File: config.mk
export PLATFORM = sky130hd
export DESIGN_NAME = counter_load_sched
export DESIGN_NICKNAME = d
export VERILOG_FILES = /design/src/rtl/cls_pkg.sv /design/src/rtl/cls_rr_arbiter.sv /design/src/rtl/counter_load_sched.sv
export SDC_FILE = /design/constraint.sdc
export NUM_CORES = 1
export LEC_CHECK = 0
export CAP_MARGIN = 10
export CORE_MARGIN = 5
export CORE_UTILIZATION = 35
export CTS_CLUSTER_DIAMETER = 30
export CTS_CLUSTER_SIZE = 12
export DETAILED_ROUTE_END_ITERATION = 7
export HOLD_SLACK_MARGIN = 0.08
export PLACE_DENSITY = 0.69
export SYNTH_ARGS = -nofsm -noshare
export SYNTH_HDL_FRONTEND = slang
export SYNTH_SLANG_ARGS = --single-unit
File: constraint.sdc
create_clock -name clk -period 3.9 [get_ports clk]
set_input_delay 0.975 -clock clk [delete_from_list [all_inputs] [get_ports clk]]
set_output_delay 0.975 -clock clk [all_outputs]
set_load 0.01 [all_outputs]
File: src/rtl/cls_pkg.sv
// Shared types for counter_load_sched: FSM state encoding and watchdog limit.
// The watchdog itself is compiled only when CLS_WATCHDOG_EN is defined.
package cls_pkg;

  typedef enum logic [1:0] {
    IDLE = 2'd0,
    LOAD = 2'd1,
    RUN  = 2'd2,
    DONE = 2'd3
  } cls_state_e;

  // A healthy job runs at most 2^width cycles; one more is tolerated before giving up.
  function automatic int unsigned cls_wd_limit(input int unsigned width);
    return (32'd1 << width) + 32'd1;
  endfunction

endpackage

File: src/rtl/cls_rr_arbiter.sv
// Combinational round-robin pick: first set request at or after the pointer.
module cls_rr_arbiter #(
  parameter int NREQ = 2,
  parameter int IW   = $clog2(NREQ)
) (
  input  logic [NREQ-1:0] i_req,
  input  logic [IW-1:0]   i_ptr,
  output logic [NREQ-1:0] o_onehot,
  output logic [IW-1:0]   o_idx,
  output logic            o_valid
);

  logic [IW-1:0] w_cand [NREQ];

  for (genvar k = 0; k < NREQ; k++) begin : g_cand
    assign w_cand[k] = IW'((int'(i_ptr) + k) % NREQ);
  end

  // Scan candidates in priority order starting at the pointer.
  always_comb begin
    o_onehot = '0;
    o_idx    = '0;
    o_valid  = 1'b0;
    for (int k = 0; k < NREQ; k++) begin
      if (!o_valid && i_req[w_cand[k]]) begin
        o_valid            = 1'b1;
        o_idx              = w_cand[k];
        o_onehot[w_cand[k]] = 1'b1;
      end else begin
        o_valid = o_valid;
      end
    end
  end

endmodule

File: src/rtl/counter_load_sched.sv
// Round-robin scheduler sharing one loadable up-counter between NREQ requesters.
// Optional RUN watchdog and timeout port enabled by defining CLS_WATCHDOG_EN.
module counter_load_sched
  import cls_pkg::*;
#(
  parameter int WIDTH = 4,
  parameter int NREQ  = 2
) (
  input  logic                  clk,
  input  logic                  Rst,
  input  logic [NREQ-1:0]       req,
  input  logic [NREQ*WIDTH-1:0] start_val,
  input  logic [NREQ*WIDTH-1:0] stop_val,
  input  logic                  abort,
  input  logic [WIDTH-1:0]      cnt_in,
  output logic                  ld_en,
  output logic [WIDTH-1:0]      load,
  output logic                  cnt_en,
  output logic [NREQ-1:0]       gnt,
  output logic [NREQ-1:0]       done,
  output logic                  aborted,
  output logic                  busy
`ifdef CLS_WATCHDOG_EN
  ,
  output logic                  timeout
`endif
);

  localparam int IW = $clog2(NREQ);

  cls_state_e      r_state, w_state_nxt;
  logic [IW-1:0]   r_idx, r_ptr, w_arb_idx, w_ptr_nxt;
  logic [NREQ-1:0] r_gnt, w_arb_onehot;
  logic            w_arb_valid;
  logic [WIDTH-1:0] r_start, r_stop;
  logic            r_aborted, w_abort_exit, w_job_exit, w_wd_expired;

  cls_rr_arbiter #(.NREQ(NREQ), .IW(IW)) u_arb (
    .i_req    (req),
    .i_ptr    (r_ptr),
    .o_onehot (w_arb_onehot),
    .o_idx    (w_arb_idx),
    .o_valid  (w_arb_valid)
  );

  // Next-state decode; abort and watchdog expiry both leave RUN through the abort path.
  always_comb begin
    w_state_nxt  = r_state;
    w_abort_exit = 1'b0;
    case (r_state)
      IDLE: begin
        if (w_arb_valid) w_state_nxt = LOAD;
        else             w_state_nxt = IDLE;
      end
      LOAD: begin
        if (abort) begin
          w_state_nxt  = IDLE;
          w_abort_exit = 1'b1;
        end else begin
          w_state_nxt = RUN;
        end
      end
      RUN: begin
        if (abort || w_wd_expired) begin
          w_state_nxt  = IDLE;
          w_abort_exit = 1'b1;
        end else if (cnt_in == r_stop) begin
          w_state_nxt = DONE;
        end else begin
          w_state_nxt = RUN;
        end
      end
      DONE:    w_state_nxt = IDLE;
      default: w_state_nxt = IDLE;
    endcase
  end

  assign w_job_exit = w_abort_exit || (r_state == DONE);
  assign w_ptr_nxt  = (r_idx == IW'(NREQ - 1)) ? '0 : r_idx + IW'(1);

  // State, job latches, grant and round-robin pointer.
  always_ff @(posedge clk or posedge Rst) begin
    if (Rst) begin
      r_state   <= IDLE;
      r_ptr     <= '0;
      r_idx     <= '0;
      r_gnt     <= '0;
      r_start   <= '0;
      r_stop    <= '0;
      r_aborted <= 1'b0;
    end else begin
      r_state   <= w_state_nxt;
      r_aborted <= w_abort_exit;
      if (r_state == IDLE && w_arb_valid) begin
        r_idx   <= w_arb_idx;
        r_gnt   <= w_arb_onehot;
        r_start <= start_val[int'(w_arb_idx)*WIDTH +: WIDTH];
        r_stop  <= stop_val[int'(w_arb_idx)*WIDTH +: WIDTH];
      end else if (w_state_nxt == IDLE) begin
        r_gnt <= '0;
      end
      if (w_job_exit) r_ptr <= w_ptr_nxt;
    end
  end

`ifdef CLS_WATCHDOG_EN
  localparam logic [WIDTH+1:0] WD_LIMIT = (WIDTH+2)'(cls_wd_limit(WIDTH));
  logic [WIDTH+1:0] r_wd;
  logic             r_timeout;

  // r_wd holds the number of RUN cycles already completed in this job.
  assign w_wd_expired = (r_state == RUN) && (r_wd == WD_LIMIT);

  // RUN-cycle counter and timeout pulse.
  always_ff @(posedge clk or posedge Rst) begin
    if (Rst) begin
      r_wd      <= '0;
      r_timeout <= 1'b0;
    end else begin
      r_timeout <= w_wd_expired;
      r_wd      <= (r_state == RUN) ? r_wd + (WIDTH+2)'(1) : '0;
    end
  end

  assign timeout = r_timeout;
`else
  assign w_wd_expired = 1'b0;
`endif

  assign ld_en   = (r_state == LOAD);
  assign load    = ld_en ? r_start : '0;
  assign cnt_en  = (r_state == RUN) && (cnt_in != r_stop);
  assign gnt     = r_gnt;
  assign done    = (r_state == DONE) ? r_gnt : '0;
  assign aborted = r_aborted;
  assign busy    = (r_state != IDLE);

endmodule

### Yosys cells after proc, flatten, opt, wreduce, memory -nomap -nowiden

Cells that the tools add are included.

| operators by class | value |
|---|---|
| add/subtract/negate cells | 2 |
| $lt $le $gt $ge | 4 |
| equality and inequality tests | 5 |
| shift operators | 2 |
| multiplexer cells | 26 |
| bitwise operators | 1 |
| reductions and logical operators | 12 |

Operator list:

| kind | count |
|---|---|
| indexed part select 8 x 4 -> 4 bit | 2 |
| 2-to-1 mux 1 bit | 15 |
| 2-to-1 mux 2 bit | 7 |
| case mux 2 bit (4 select lines) | 1 |
| logical AND 1 bit | 5 |
| equality test 2 bit, second input constant | 2 |
| equality test 4 bit | 1 |
| logical NOT 2 bit | 2 |
| < comparator 1 x 2 -> 1 bit, second input constant | 2 |
| 2-to-1 mux 4 bit | 1 |
| != test 4 bit | 1 |
| nonzero test 2 bit | 2 |
| adder 1 bit, second input constant | 2 |
| demux 1 bit (select 1 bit) | 2 |
| equality test 2 x 1 -> 1 bit, second input constant | 1 |
| greater-or-equal comparator 1 bit, second input constant | 2 |
| OR 2 bit | 1 |
| OR reduction 2 bit | 1 |
| logical NOT 1 bit | 1 |
| logical OR 1 bit | 1 |

| storage, ports and cells | value |
|---|---|
| flip-flop bits (word level) | 15 |
| input port bits | 25 |
| output and inout bits | 12 |
| word-level logic and storage cells | 59 |

### Longest topological paths before layout

Gate-level depths: netlist of the first run.

| depth | value |
|---|---|
| depth after elaboration | 11 |
| gate-level depth with buffers | 6 |
| mapped depth without buffers | 5 |

### Hierarchy

A second synthesis of the first run with hierarchy kept.

| unflattened totals | value |
|---|---|
| cell total of the unflattened synthesis | 84 |
| area total of the unflattened synthesis | 873.3 um^2 |

By module, submodules not included:

| module | times used | cells each | area an instance (um^2) | sequential area each (um^2) |
|---|---|---|---|---|
| counter_load_sched | 1 | 79 | 840.8 | 375.4 |
| cls_rr_arbiter | 1 | 5 | 32.5 | 0.0 |

### Least setup slack after synthesis of the first run

Ideal clock, no wire load.

| timing | value |
|---|---|
| path kind | input-to-output |
| start point | input cnt_in[2] |
| end point | output cnt_en |
| arrival time | 1.391 ns |
| data required time | 2.925 ns |
| slack | 1.534 ns |
| cell stages on the path | 3 |
| buffers on the path | 0 |
| cell sequence | xnor2_1 -> nand4_1 -> and2_1 |

| on the way | value |
|---|---|
| cells in the longest elaborated chain, start to end | 2 |

RTL lines:

| item | RTL line | RTL |
|---|---|---|
| from (decl) | counter_load_sched.sv:15 | `input logic [WIDTH-1:0] cnt_in,` |
| != test 4 bit | counter_load_sched.sv:132 | `assign cnt_en = (r_state == RUN) && (cnt_in != r_stop);` |
| logical AND 1 bit | counter_load_sched.sv:132 |  |
| to (decl) | counter_load_sched.sv:18 | `output logic cnt_en,` |

Every way passes these cells.

### Worst setup path in the final report of the first run

| timing | value |
|---|---|
| start point | input cnt_in[0] |
| end point | output cnt_en |

The elaborated chain is that of the path after synthesis.

==> impl_summary.md, run 1 <==
Die
The count of pins on the block boundary is 37. The cell row count is 17. The initial utilization of the core area, before any placement, comes to 36.8%. The chip width is 58.5 µm. The vertical die dimension is between 50 and 60 µm. The core area is 2230 µm². The area of the die is 3420 µm².

Cells and area
Compared with the post-synthesis result, the final layout area differs by 48.7%. The repair_antennas step left the layout with diodes totalling 0. Leaving out fill and tap cells, the most frequent cell in the layout is sky130_fd_sc_hd__clkdlybuf4s50_1. The share of final-layout standard cells stronger than drive strength 1 is 7.26%. The post-route core utilization is between 50 and 60%. The final cell area excluding filler cells is 1220 µm². The final net count is 154. The top cell types in the final layout, fill and taps aside, are 36 x sky130_fd_sc_hd__clkdlybuf4s50_1, 15 x sky130_fd_sc_hd__dfrtp_1, 9 x sky130_fd_sc_hd__o21ai_0, 9 x sky130_fd_sc_hd__a21oi_1.

Logic synthesis
During synthesis, Yosys emitted a total of 0 warnings. The number of nets produced by synthesis is 116. The synthesized netlist occupies a cell area of between 800 and 900 µm². After synthesis, the netlist uses 22 different library cells.

The synthesis-stage register bit count is 15. Synthesis produced a netlist whose cell count is 87. Dividing the synthesized area by the synthesized cell count gives 9.45 µm². Of the synthesized area, sequential elements account for between 40% and 50%.

STA
For the finished layout, the period the worst path requires is 3350 ps. The number of hold violations in the final report was 0. Setup repair after global routing left no endpoint under its margin.

The slew at the pin with the worst max-slew slack is 587 ps. The final number of max-transition violations was 0. Setup total negative slack on the finished layout was measured at 0 ps. Setup slack on the critical path of the routed design comes to between 500 and 600 ps.

Dividing the final minimum period by the clock period gives 86.0%. The worst clock skew on the final layout is 0.949 ps. The maximum clock rate is roughly 300 MHz.

Measured against its own limit, the worst slew margin works out to 60.8%. Setup violations remaining at the end of the flow were counted as 0. The final worst hold slack is between 400 and 500 ps.

CTS
The TritonCTS buffer count is 3. The longest clock path from root to sink contains 2 buffers. The post-CTS setup repair buffer count is 0. The cell at the root of the clock tree is sky130_fd_sc_hd__clkbuf_4. After clock tree synthesis, the clock-pin slew on the worst setup and hold paths is roughly 90 ps. The total of cells resized after clock tree synthesis is 0. The number of hold-repair buffers added at the cts stage is 0. CTS built an H-tree with a depth of 1. CTS saw 15 sinks. The clock tree from TritonCTS is done. The source-to-sink clock delay at the later pin of the worst-skew pair is 280 ps.

GRT
The largest net degree at the start of global routing is 16. The aggregate global routing overflow is 0. The number of global-route vias before repair was 843.

Global routing used 14.4% of the available tracks. The number of antenna violations at the first check in global routing is 0. The first global-routing pass estimated 3800 µm of wire.

Critical path
The type of element capturing the critical path is an output pin. Counting cells, the worst reg-to-reg path comes to 5. The launching element type of the critical path is an input port. Along the worst path, the maximum fanout reaches 2. STA puts the critical path data arrival time at between 2000 and 2500 ps.

For the worst setup path, the data required time is 2920 ps. The endpoint identified for the worst register-to-register timing path is r_stop[2]. Tracing the worst setup path back leads to its startpoint at cnt_in[0]. The critical path ends at cnt_en. For flop-to-flop paths, the worst setup slack is 2460 ps.

The startpoint of the most critical register-to-register path is r_state[0]. The classification of the worst setup path is input port to output pin.

Route
The residual DRC count is 0. The first detailed-routing pass ran for 4 iterations. The number of vias per cell after detailed routing is 5.06. The routed design has 2250 µm of wire. The total number of vias is 769. The average detailed-routed wire length per instance is 14.8 µm.

The post-route antenna net violation count is 0. In this run, the number of DRC markers left after iteration 0 of detailed routing was 8.

Worst hold path
In this run the worst hold path is classified as flop to flop. The startpoint of the lowest-slack hold path is r_idx.

Placed design
The final RePlAce weighted congestion is 0.729. The setup slack at placement is 522 ps. The post-detailed-placement cell area is roughly 1200 µm².

In this run the tool buffered the top-level ports with 36 buffer cells. The post-detailed-placement half-perimeter wirelength is 1680 µm.

Power and ir drop
The ratio of total power to cell area is 609 nW/µm². The worst voltage drop across the vdd grid is between 0.0003 and 0.0004 V. The fraction of power consumed by the clock network is a little under an eighth.

The switching power of the nets is 0.275 mW. The share of total power in sequential cells is ~37%. For this design the static power due to leakage is 0.503 nW. Combinational logic is responsible for 51.4% of the overall power. The switching part of the total is 37.0%. The internal portion of the total power is 0.469 mW.

Outcome
The flow ran to the end, and the final reports show no timing, DRC or antenna violations.

Flow run
The number of max-cap violations is 0.
==> area by class of cell <==
class,instances,area (µm²)
well taps,28,35.0
multi-input cells,64,407
clock buffers,4,26.3
repair buffers,36,360
fillers,216,1010
inverters,5,18.8
flip-flops and latches,15,375
==> how the worst min path moves through the flow <==
stage | slack (ps) | cells past startpoint | endpoint
global route | 550 | 1 | r_ptr
detailed placement | 470 | 1 | r_ptr
finish | 490 | 1 | r_ptr
global placement | 460 | 1 | r_ptr
floorplan | 440 | 1 | r_ptr
CTS | 480 | 1 | r_ptr
==> cell usage after synthesis, drive strengths merged <==
library cell | instances | area share [%]
dfrtp | 15 | 46
o21ai | 11 | 7.2
a21oi | 9 | 5.5
nor2 | 9 | 4.4
a31oi | 8 | 6.1
and2 | 8 | 6.1
inv | 5 | 2.3
ha | 4 | 6.1
xnor2 | 4 | 4.3
a32o | 3 | 4.0
buf | 3 | 2.6
nand2 | 3 | 1.4
o21a | 2 | 2.0
and2b | 1 | 1.1
nand2b | 1 | 0.76
nand4 | 1 | 0.76
==> registers in the layout, summed over array words and instances, names as in the netlist <==
register / flops
r_state: 2
gnt: 2
aborted: 1
r_stop: 4
r_start: 4
r_idx: 1
r_ptr: 1
==> worst max-delay path: stages <==
cell	delay, ps
sky130_fd_sc_hd__clkdlybuf4s50_1	470
sky130_fd_sc_hd__xnor2_1	120
sky130_fd_sc_hd__nand4_1	150
sky130_fd_sc_hd__and2_1	190
sky130_fd_sc_hd__clkdlybuf4s50_1	470
==> through the flow <==
step | total power, mW | instances
2_1_floorplan | 0.502 | 87
3_3_place_gp | 0.653 | 148
3_5_place_dp | 0.662 | 148
4_1_cts | 0.756 | 152
5_1_grt | 0.811 | 152
6_report | 0.744 | 152
==> cells by family (layout without fill, tap and decap cells) <==
family	count (synthesis)	count (layout)	synth area share, %
buf+inv	8	45	4.87
compound gates	33	33	24.7
flops	15	15	45.7
fa+ha+maj	4	4	6.09
xor+xnor	4	4	4.26
simple gates	23	23	14.5
==> routing by layer <==
layer | track usage [%] | share of wire, % | vias to the layer above
met5 | 0 | 0 | -
met4 | 5.63 | 0.58 | 0
met3 | 2.85 | 5.8 | 2
met2 | 24.9 | 50 | 20
met1 | 17.4 | 43 | 367
li1 | - | - | 380
==> power by group through the flow <==
| stage | logic [mW] | registers, mW | clock network (mW) |
|---|---|---|---|
| 2_1_floorplan | 0.234 | 0.268 | 0 |
| 3_3_place_gp | 0.382 | 0.271 | 0 |
| 3_5_place_dp | 0.387 | 0.275 | 0 |
| 4_1_cts | 0.390 | 0.272 | 0.0941 |
| 5_1_grt | 0.430 | 0.281 | 0.100 |
| 6_report | 0.383 | 0.273 | 0.0890 |
No activity file was read; power rests on OpenSTA's default activity.
==> run 2, diff against run 1 <==
Settings changed: GPL_ROUTABILITY_DRIVEN set to 0.
==> results of run 2 <==
Final layout, timing and power as in run 1 (identical DEF).
==> run 3, diff against run 2 <==
Settings changed: PLACE_DENSITY 0.69 to 0.72.
Clock period 3.9 ns to 2.9 ns, I/O delays scaled along.
==> run 3 against run 2 <==
Flip-flop and latch count is the same; count of clock-buffer cells in the layout unchanged; core utilization increased by 0.45 points; routed wire length decreased by 0.76%; via count increased by 1.3%; die area is the same; sequential share of layout area is 0.25 points lower; critical path depth unchanged; largest cell class unchanged; highest routed layer unchanged.
==> impl_summary.md, run 3 (same netlist as run 1, synthesis figures left out) <==
Outcome
The run finished with clean final reports.

CTS
TritonCTS created 3 clock buffers. CTS placed an instance of sky130_fd_sc_hd__clkbuf_4 at the clock tree root. In this run the number of H-tree levels came out at 1. The clock tree from TritonCTS is done. The maximum count of clock buffers along a single path is 2.

The clock drives 15 sinks. The clock edge transition at the registers on the reported setup and hold paths is approximately 100 ps. Clock latency on the worst-skew pair, taken at its later pin, is 290 ps.

Cells and area
The final net count is 155. Leaving out fill and tap cells, the most frequent cells in the layout are 35 x sky130_fd_sc_hd__clkdlybuf4s50_1, 15 x sky130_fd_sc_hd__dfrtp_1, 9 x sky130_fd_sc_hd__o21ai_0, 9 x sky130_fd_sc_hd__a21oi_1. Leaving out fill and tap cells, the most frequent cell in the layout is sky130_fd_sc_hd__clkdlybuf4s50_1.

The final cell area excluding filler cells is 1230 µm². The share of final-layout standard cells stronger than drive strength 1 is roughly 8.0%. The largest registers in the layout are r_start (4), r_stop (4). Once layout is complete, the utilization of the core stands at approximately 55%.

The number of inserted diodes is 0. The layout-stage area growth over the synthesis result is 49.9%.

Power and ir drop
The ratio of total power to cell area is 823 nW/µm². The worst voltage drop across the vdd grid is between 0.0006 and 0.0007 V. For this design the static power due to leakage is 0.525 nW. Combinational cells account for roughly half of the total power. Of the total power, the share spent switching nets is 37.4%.

Summed over all nets, the switching power comes to 0.379 mW. The internal power summed over all cells is around 0.63 mW. Power comes to 1.01 mW.

Of the total power, registers draw 36.1%. The fraction of power consumed by the clock network is 12.4%.

STA
Setup repair after global routing left no endpoint under its margin. The maximum clock rate is 392 MHz. The fraction of the cycle the final worst path needs is 87.9%. The final number of max-transition violations is 0.

The number of hold violations in the final report came to 0. The final setup TNS is 0 ps. The final count of negative-setup-slack endpoints is 0. The slew at the pin with the worst max-slew slack is approximately 590 ps. Clock skew on the completed layout was measured at 6.72 ps. The worst path in the final design needs a cycle of between 2000 and 3000 ps, including I/O delays and setup. The worst slew slack as a fraction of its limit is 60.4%.

Route
After the first detailed-routing iteration, the DRC count stood at 8. The average detailed-routed wire length per instance is 14.6 µm. The post-route antenna net violation count is 0.

The total number of vias is 779. The final layout contains routed wiring with a total length of 2230 µm. The number of vias per cell after detailed routing is a little over 5. The first TritonRoute pass finished after 4 iterations.

The residual DRC count is 0.

Placed design
In this run the cell area measured after placement is 1200 µm². The post-detailed-placement half-perimeter wirelength is 1700 µm. The port buffer count is 36.

Die
For this configuration, the core starts out at a cell density of 36.8%. The floorplan step defined a die boundary enclosing 3420 µm². 37 I/O pins were placed.

In this run the vertical extent of the chip is between 50 and 60 µm. The core area is 2230 µm². In this run the horizontal extent of the chip is 58.5 µm. The cell row count is 17.

Flow run
The number of max-cap violations is 0.

Critical path
The endpoint arrival time on the critical path is 1820 ps. The maximum fanout encountered on the critical timing path is 2. The required time of the worst setup path is 2170 ps. STA classifies the critical path startpoint as an input port. The worst setup path is of the input port to output pin kind. The worst setup path is captured at an output pin.

Worst hold path
The min-delay analysis places its worst path in the category flop to flop.

GRT
The number of global-route vias before repair is 836. The largest net degree at the start of global routing is 16. The first global-routing pass estimated 3630 µm of wire.

The aggregate global routing overflow is 0. The number of antenna violations at the first check in global routing was 0. The overall track demand over capacity in global routing is between 10% and 20%.
[run 3: final cells by class]
| type | count | area [µm²] |
|---|---|---|
| inverter | 5 | 18.8 |
| fill | 218 | 1000 |
| timing repair buffer | 37 | 370 |
| tap | 28 | 35.0 |
| sequential | 15 | 375 |
| clock buffer | 4 | 26.3 |
| multi-input combinational | 64 | 407 |
[run 3: timing repair]
action | 4_1_cts | 5_1_grt
hold buffers | 0 | 0
gates resized for setup | 0 | 1
setup endpoints to repair | 0 | 1
setup buffers | 0 | 1
[run 3: power by group through the flow]
stage               clock [mW]  combinational, mW  sequential (mW)
finish                   0.125              0.523            0.366
global route             0.135              0.582            0.380
CTS                      0.128              0.525            0.368
detailed placement           0              0.519            0.370
global placement             0              0.510            0.366
floorplan                    0              0.315            0.360
[run 3: per-layer routing]
layer  wire, µm  part of all wire [%]  vias up  global-route usage (%)
li1           -                     -      383                       -
met1        887                    40      367                    16.0
met2       1180                    53       25                    24.4
met3        138                   6.2        4                    3.07
met4         33                   1.5        0                    4.97
met5          0                     0        -                       0
[run 3: critical path, stage by stage]
cell and delay (ps):
sky130_fd_sc_hd__clkdlybuf4s50_1 470, sky130_fd_sc_hd__xnor2_1 110, sky130_fd_sc_hd__nand4_1 160, sky130_fd_sc_hd__and2_1 190
sky130_fd_sc_hd__dlymetal6s2s_1 160
[run 3: metrics by stage]
| stage | hold slack (ps) | instances | setup slack (ps) |
|---|---|---|---|
| detailed placement | 483 | 148 | 27.8 |
| floorplan | 440 | 87 | 1030 |
| CTS | 484 | 152 | 22.5 |
| global placement | 456 | 148 | 42.1 |
| global route | 527 | 153 | 276 |
| finish | 485 | 153 | 351 |
[run 3: path summary, 6_finish.rpt]
kind                       startpoint          to  slack (ps)  cells after the start
hold reg to reg                 r_idx       r_ptr         490                      1
setup / recovery            cnt_in[1]      cnt_en         350                      5
setup reg to reg           r_state[0]   r_stop[2]        1470                      5
hold / removal                  r_idx       r_ptr         490                      1
max in group asynchronous         Rst      gnt[1]        1720                      2
min in group asynchronous         Rst  r_start[3]         790                      2
